`config.mk`:
```
export PLATFORM = sky130hd
export DESIGN_NAME = tooth_period_meter
export DESIGN_NICKNAME = d
export VERILOG_FILES = /design/src/rtl/hwag_pkg.sv /design/src/rtl/input_edge_sync.sv /design/src/rtl/tooth_period_meter.sv
export SDC_FILE = /design/constraint.sdc
export NUM_CORES = 1
export LEC_CHECK = 0
export BUFFER_PORTS_ARGS = -buffer_cell sky130_fd_sc_hd__buf_4
export CAP_MARGIN = 20
export CORE_MARGIN = 1
export CORE_UTILIZATION = 25
export CTS_CLUSTER_DIAMETER = 120
export DETAILED_ROUTE_END_ITERATION = 6
export GPL_TIMING_DRIVEN = 0
export PLACE_DENSITY = 0.47
export SYNTH_ARGS = -nofsm -noshare
export SYNTH_HDL_FRONTEND = slang
export SYNTH_SLANG_ARGS = --single-unit
```
`constraint.sdc`:
```
create_clock -name clk -period 3.95 [get_ports clk]
set_clock_uncertainty 0.15 [all_clocks]
set_input_delay 0.395 -clock clk [delete_from_list [all_inputs] [get_ports clk]]
set_output_delay 0.395 -clock clk [all_outputs]
set_load 0.005 [all_outputs]
```
`src/rtl/hwag_pkg.sv`:
```
// hwag_pkg: shared definitions for the angle-generator blocks.
//   - tpm_state_t   : tooth-period-meter state encoding
//   - TPM_WIDTH_DEF : default width of tooth counts and periods
//   - EDGE_RISE / EDGE_FALL : values of an edge_sel input
package hwag_pkg;

  localparam int TPM_WIDTH_DEF = 24;

  localparam logic EDGE_RISE = 1'b0;
  localparam logic EDGE_FALL = 1'b1;

  typedef enum logic [1:0] {
    IDLE  = 2'd0,
    ARMED = 2'd1,
    RUN   = 2'd2,
    STALL = 2'd3
  } tpm_state_t;

endpackage

```
`src/rtl/input_edge_sync.sv`:
```
// input_edge_sync: three-flop synchroniser for an asynchronous input, plus a
// one-cycle edge pulse whose polarity is chosen by edge_sel.
// Ports:
//   clk        in  clock
//   srst       in  synchronous active-high reset, clears the chain
//   din        in  raw asynchronous input
//   edge_sel   in  EDGE_RISE / EDGE_FALL
//   edge_pulse out high for one cycle per detected edge (from s2/s3)
module input_edge_sync
  import hwag_pkg::*;
(
  input  logic clk,
  input  logic srst,
  input  logic din,
  input  logic edge_sel,
  output logic edge_pulse
);

  logic s1_r;
  logic s2_r;
  logic s3_r;
  logic edge_s;

  // synchroniser chain; runs every clock so edges keep flowing while disabled upstream
  always_ff @(posedge clk) begin
    if (srst) begin
      s1_r <= 1'b0;
      s2_r <= 1'b0;
      s3_r <= 1'b0;
    end else begin
      s1_r <= din;
      s2_r <= s1_r;
      s3_r <= s2_r;
    end
  end

  // polarity-selectable edge detect on the settled stages
  always_comb begin
    edge_s = 1'b0;
    if (edge_sel == EDGE_FALL) begin
      edge_s = ~s2_r & s3_r;
    end else begin
      edge_s = s2_r & ~s3_r;
    end
  end

  assign edge_pulse = edge_s;

endmodule

```
`src/rtl/tooth_period_meter.sv`:
```
// tooth_period_meter: measures crank-tooth period in clock cycles and supplies
// the current period and a scaled threshold to the tooth-gap comparator.
// Ports:
//   clk, srst   clock and synchronous active-high reset
//   ena         clock enable for counter, FSM and capture registers
//   cap         raw asynchronous tooth input
//   edge_sel    0 = rising active edge, 1 = falling
//   pcnt_cur    latest period
//   pcnt_prev   previous period
//   pcnt_thr    pcnt_prev + (pcnt_prev >> THR_SHIFT), saturating
//   pcnt_vld    one-cycle pulse when cur/prev/thr are freshly updated together
//   stall       high while rotation is lost
//   run         high while measuring continuously
module tooth_period_meter
  import hwag_pkg::*;
#(
  parameter int               WIDTH     = TPM_WIDTH_DEF,
  parameter logic [WIDTH-1:0] STALL_MAX = {WIDTH{1'b1}},
  parameter int               THR_SHIFT = 1
) (
  input  logic             clk,
  input  logic             srst,
  input  logic             ena,
  input  logic             cap,
  input  logic             edge_sel,
  output logic [WIDTH-1:0] pcnt_cur,
  output logic [WIDTH-1:0] pcnt_prev,
  output logic [WIDTH-1:0] pcnt_thr,
  output logic             pcnt_vld,
  output logic             stall,
  output logic             run
);

  localparam logic [WIDTH-1:0] ONE  = {{(WIDTH-1){1'b0}}, 1'b1};
  localparam logic [WIDTH-1:0] ZERO = {WIDTH{1'b0}};
  localparam logic [WIDTH-1:0] ONES = {WIDTH{1'b1}};

  logic             edge_s;
  logic             acc_s;
  tpm_state_t       state_r;
  tpm_state_t       state_s;
  logic [WIDTH-1:0] cnt_r;
  logic [WIDTH-1:0] cnt_s;
  logic [WIDTH:0]   inc_s;
  logic [WIDTH-1:0] period_s;
  logic [WIDTH:0]   thr_sum_s;
  logic [WIDTH-1:0] thr_new_s;
  logic [WIDTH-1:0] cur_r, cur_s;
  logic [WIDTH-1:0] prev_r, prev_s;
  logic [WIDTH-1:0] thr_r, thr_s;
  logic             vld_r, vld_s;
  logic             stall_r;
  logic             run_r;

  input_edge_sync u_sync (
    .clk        (clk),
    .srst       (srst),
    .din        (cap),
    .edge_sel   (edge_sel),
    .edge_pulse (edge_s)
  );

  // edges arriving while disabled are dropped, not deferred
  assign acc_s = edge_s & ena;

  // period = cnt + 1, widened so an edge at a saturated all-ones count cannot wrap
  always_comb begin
    inc_s    = {1'b0, cnt_r} + {1'b0, ONE};
    period_s = inc_s[WIDTH] ? ONES : inc_s[WIDTH-1:0];
  end

  // threshold from the value that becomes pcnt_prev (current pcnt_cur)
  always_comb begin
    thr_sum_s = {1'b0, cur_r} + ({1'b0, cur_r} >> THR_SHIFT);
    thr_new_s = thr_sum_s[WIDTH] ? ONES : thr_sum_s[WIDTH-1:0];
  end

  // cycles since last accepted edge, saturating at STALL_MAX
  always_comb begin
    cnt_s = cnt_r;
    if (!ena) begin
      cnt_s = cnt_r;
    end else if (acc_s) begin
      cnt_s = ZERO;
    end else if (cnt_r != STALL_MAX) begin
      cnt_s = cnt_r + ONE;
    end else begin
      cnt_s = cnt_r;
    end
  end

  // next state and capture values; an edge beats a stall timeout in the same cycle
  always_comb begin
    state_s = state_r;
    cur_s   = cur_r;
    prev_s  = prev_r;
    thr_s   = thr_r;
    vld_s   = 1'b0;
    if (ena) begin
      case (state_r)
        IDLE: begin
          if (acc_s) begin
            state_s = ARMED;
          end else begin
            state_s = IDLE;
          end
        end
        ARMED: begin
          if (acc_s) begin
            cur_s   = period_s;
            state_s = RUN;
          end else if (cnt_r == STALL_MAX) begin
            state_s = STALL;
          end else begin
            state_s = ARMED;
          end
        end
        RUN: begin
          if (acc_s) begin
            prev_s = cur_r;
            cur_s  = period_s;
            thr_s  = thr_new_s;
            vld_s  = 1'b1;
          end else if (cnt_r == STALL_MAX) begin
            state_s = STALL;
          end else begin
            state_s = RUN;
          end
        end
        STALL: begin
          if (acc_s) begin
            state_s = ARMED;
          end else begin
            state_s = STALL;
          end
        end
        default: begin
          state_s = IDLE;
        end
      endcase
    end else begin
      state_s = state_r;
    end
  end

  // state, counter and registered outputs
  always_ff @(posedge clk) begin
    if (srst) begin
      state_r <= IDLE;
      cnt_r   <= ZERO;
      cur_r   <= ZERO;
      prev_r  <= ZERO;
      thr_r   <= ZERO;
      vld_r   <= 1'b0;
      stall_r <= 1'b0;
      run_r   <= 1'b0;
    end else begin
      state_r <= state_s;
      cnt_r   <= cnt_s;
      cur_r   <= cur_s;
      prev_r  <= prev_s;
      thr_r   <= thr_s;
      vld_r   <= vld_s;
      stall_r <= (state_s == STALL);
      run_r   <= (state_s == RUN);
    end
  end

  assign pcnt_cur  = cur_r;
  assign pcnt_prev = prev_r;
  assign pcnt_thr  = thr_r;
  assign pcnt_vld  = vld_r;
  assign stall     = stall_r;
  assign run       = run_r;

endmodule

```
==> flow_summary.toml <==
[critical_path]
crit_fanout = 10
crit_type = "flip-flop to flip-flop"
crit_start = "pcnt_cur[8]$_SDFFE_PP0P_"
regToRegStartpoint = "pcnt_cur[8]$_SDFFE_PP0P_"
crit_required_ns = 4.01
end_kind = "flip-flop"
worstPathArrival_ns = 3.56
start_kind = "flip-flop"

[die]
rows = 53
die_x_um = 149
start_util = 0.256
dieArea_um2 = 22200
fp.dieH_um = 149
ios = 80
coreArea_um2 = 21200

[logic_synthesis]
netlist_instances = 643
synthArstFlopShare = 0
yosysSeqAreaShare = 0.385
synth-edff-count = 0
ys.flop_type = "dfxtp_1"
synth_cell_types = 55
yosysWarningCount = 0
netlist_area_um2 = 5410
postSynthAreaPerCell_um2 = 8.42
ys_ff_latch = 104
syn_nets = 679

[grt]
grt_pass1_vias = 4501
antenna_found_initial = 0
grt_max_degree = 17
grt-ovfl-total = 0
grt_pass1_wl_mm = 24.6
grt_use_total = 0.144

[place]
numPortBuffers = 78
gp_congestion = 0.794
place_hpwl_mm = 11.8

[cts]
cts_buffers = 9
cts_setup_buffers = 0
clockBufferDepth = 2
cts.sinks = 104
clock-root-buffer = "clkbuf_16"
cts_tree = "done"
h-tree-depth = 3
cts_hold_buf = 0
worstSkewPairLatency_ns = 0.35
path_clk_slew_ns = 0.07
ctsResizeCount = 0

[drt]
drc = 0
drt_iter0_drc = 211
vias = 4633
avgViaCountPerCell = 4.58
ant_nets = 0
dr.pass1.iters = 4
routed_wl_mm = 15.4
wl_per_cell_um = 15.2

[sta]
rsz0062_at_grt = "false"
worst_pin_slew_ns = 0.711
max_freq_ghz = 0.286
final_hold_viol_count = 0
post-route-min-period_ns = 3.50
setup_viol = 0
slew_violations = 0
max_slew_margin = 0.526
timing.final.crit_share = 0.886
tns_ns = 0

[power_and_ir_drop]
peakVddDrop_mv = 0.139
seq_power_share = 0.537
pwr-share-comb = 0.026
p_int_mw = 1.51
clkPwrFrac = 0.437
finalPower_mw = 1.97
p_switching_uw = 452
power.leakage_nw = 2.56
p_per_area_nw_per_um2 = 297
p_sw_frac = 0.230

[job]
cap_viol_max_count = 0

[hold_path]
min_from = "cap"
hp-class = "input pin to flip-flop"

[final_layout]
multi_input_area_um2 = 3080
drive_gt1_frac = 0.157
syn_to_final_growth_pct = 22.3
final_cell_mix = "dfxtp_1 (104), nand2_1 (92), nor2_1 (88), buf_4 (78), a21oi_1 (54)"
final_net_count = 768
antennaDiodeCount = 0
ff_latch_area_um2 = 2080
final_common_cell = "dfxtp_1"
n_fill_cell = 2248

[outcome]
status = "finished, final reports clean"
==> Yosys cell counts (3+ instances only) <==
cell type	n	area share
ha_1	30	0.069
buf_6	5	0.010
dfxtp_1	104	0.38
and2_1	6	0.0069
inv_1	12	0.0083
nand4_1	4	0.0046
and3_1	11	0.013
a21oi_1	54	0.050
or3_1	10	0.012
nand3_1	16	0.015
a211o_1	4	0.0065
nor2b_1	7	0.0081
o21ai_0	14	0.013
clkbuf_8	3	0.0076
xnor2_1	26	0.042
clkbuf_1	21	0.015
a311oi_1	17	0.028
a211oi_1	25	0.035
nor3_1	4	0.0037
xor2_1	34	0.055
o21a_1	3	0.0042
nor2_1	88	0.061
a21o_1	10	0.014
o22ai_1	6	0.0069
nand2_1	92	0.064
==> logic make-up after synthesis <==
logic type,after synthesis,synth area share
adders and majority gates,31,0.0731
buffers and inverters,45,0.0453
and+or+nand+nor,256,0.215
xor gates and xnor gates,60,0.0971
DFF,104,0.385
AOI/OAI and AO/OA,147,0.185
==> sequential cells by signal, summed over array words and instances (netlist names) <==
| register | count |
|---|---|
| cnt_r | 24 |
| pcnt_cur | 24 |
| pcnt_prev | 24 |
| pcnt_thr | 24 |
| pcnt_vld | 1 |
| run | 1 |
| stall | 1 |
| state_r | 2 |
| u_sync.s1_r | 1 |
| u_sync.s2_r | 1 |
| u_sync.s3_r | 1 |
==> layer usage <==
layer,GRT usage,up-vias,share of wire
met5,0,-,0
met4,0.0556,0,0.021
met3,0.0190,21,0.029
met2,0.241,72,0.48
met1,0.186,2131,0.47
li1,-,2409,-
==> final timing paths <==
kind,endpoint,slack (ns),depth (start not counted)
setup / recovery,pcnt_thr[22]$_SDFFE_PP0P_,0.45,10
hold / removal,u_sync.s1_r$_SDFF_PP0_,0.11,2
setup reg to reg,pcnt_thr[22]$_SDFFE_PP0P_,0.45,10
hold reg to reg,u_sync.s2_r$_SDFF_PP0_,0.29,1
==> through the flow <==
stage | utilization | area, um^2 | instances | worst slack [ns] | hold slack (ns)
6_report | 0.313 | 6620 | 1012 | 0.450 | 0.105
5_1_grt | 0.313 | 6620 | 1012 | 0.318 | 0.153
4_1_cts | 0.313 | 6620 | 1012 | 0.395 | 0.0983
3_5_place_dp | 0.300 | 6340 | 996 | 0.424 | 0.278
3_3_place_gp | 0.300 | 6340 | 996 | 0.432 | 0.280
2_1_floorplan | - | 5410 | 643 | 0.983 | 0.264
==> critical path, cell delays in order, from the launching register on <==
cell       delay, ns
dfxtp_1         0.49
ha_1            0.30
buf_6           0.14
a211o_1         0.31
a221o_1         0.30
a2111o_1        0.42
nand3_2         0.12
a31oi_4         0.10
a2111oi_4       0.70
buf_6           0.25
a211oi_2        0.07
==> power groups by stage <==
| stage | registers, mW | clock network (mW) | logic [mW] |
|---|---|---|---|
| after detailed placement | 1.08 | 0 | 0.0533 |
| after floorplan | 1.08 | 0 | 0.0335 |
| final | 1.06 | 0.860 | 0.0515 |
| after global placement | 1.08 | 0 | 0.0537 |
| after CTS | 1.06 | 0.889 | 0.0535 |
| after global routing | 1.06 | 0.930 | 0.0581 |
==> final cells by class <==
cell class              count  share of cell area
well taps                 275              0.0520
plain buffers              33              0.0303
clock inverters             4             0.00454
clock buffers              12              0.0372
multi-input cells         494               0.466
flip-flops and latches    104               0.315
inverters                  12             0.00681
repair buffers             78              0.0885
Power figures use the tool's default switching activity.
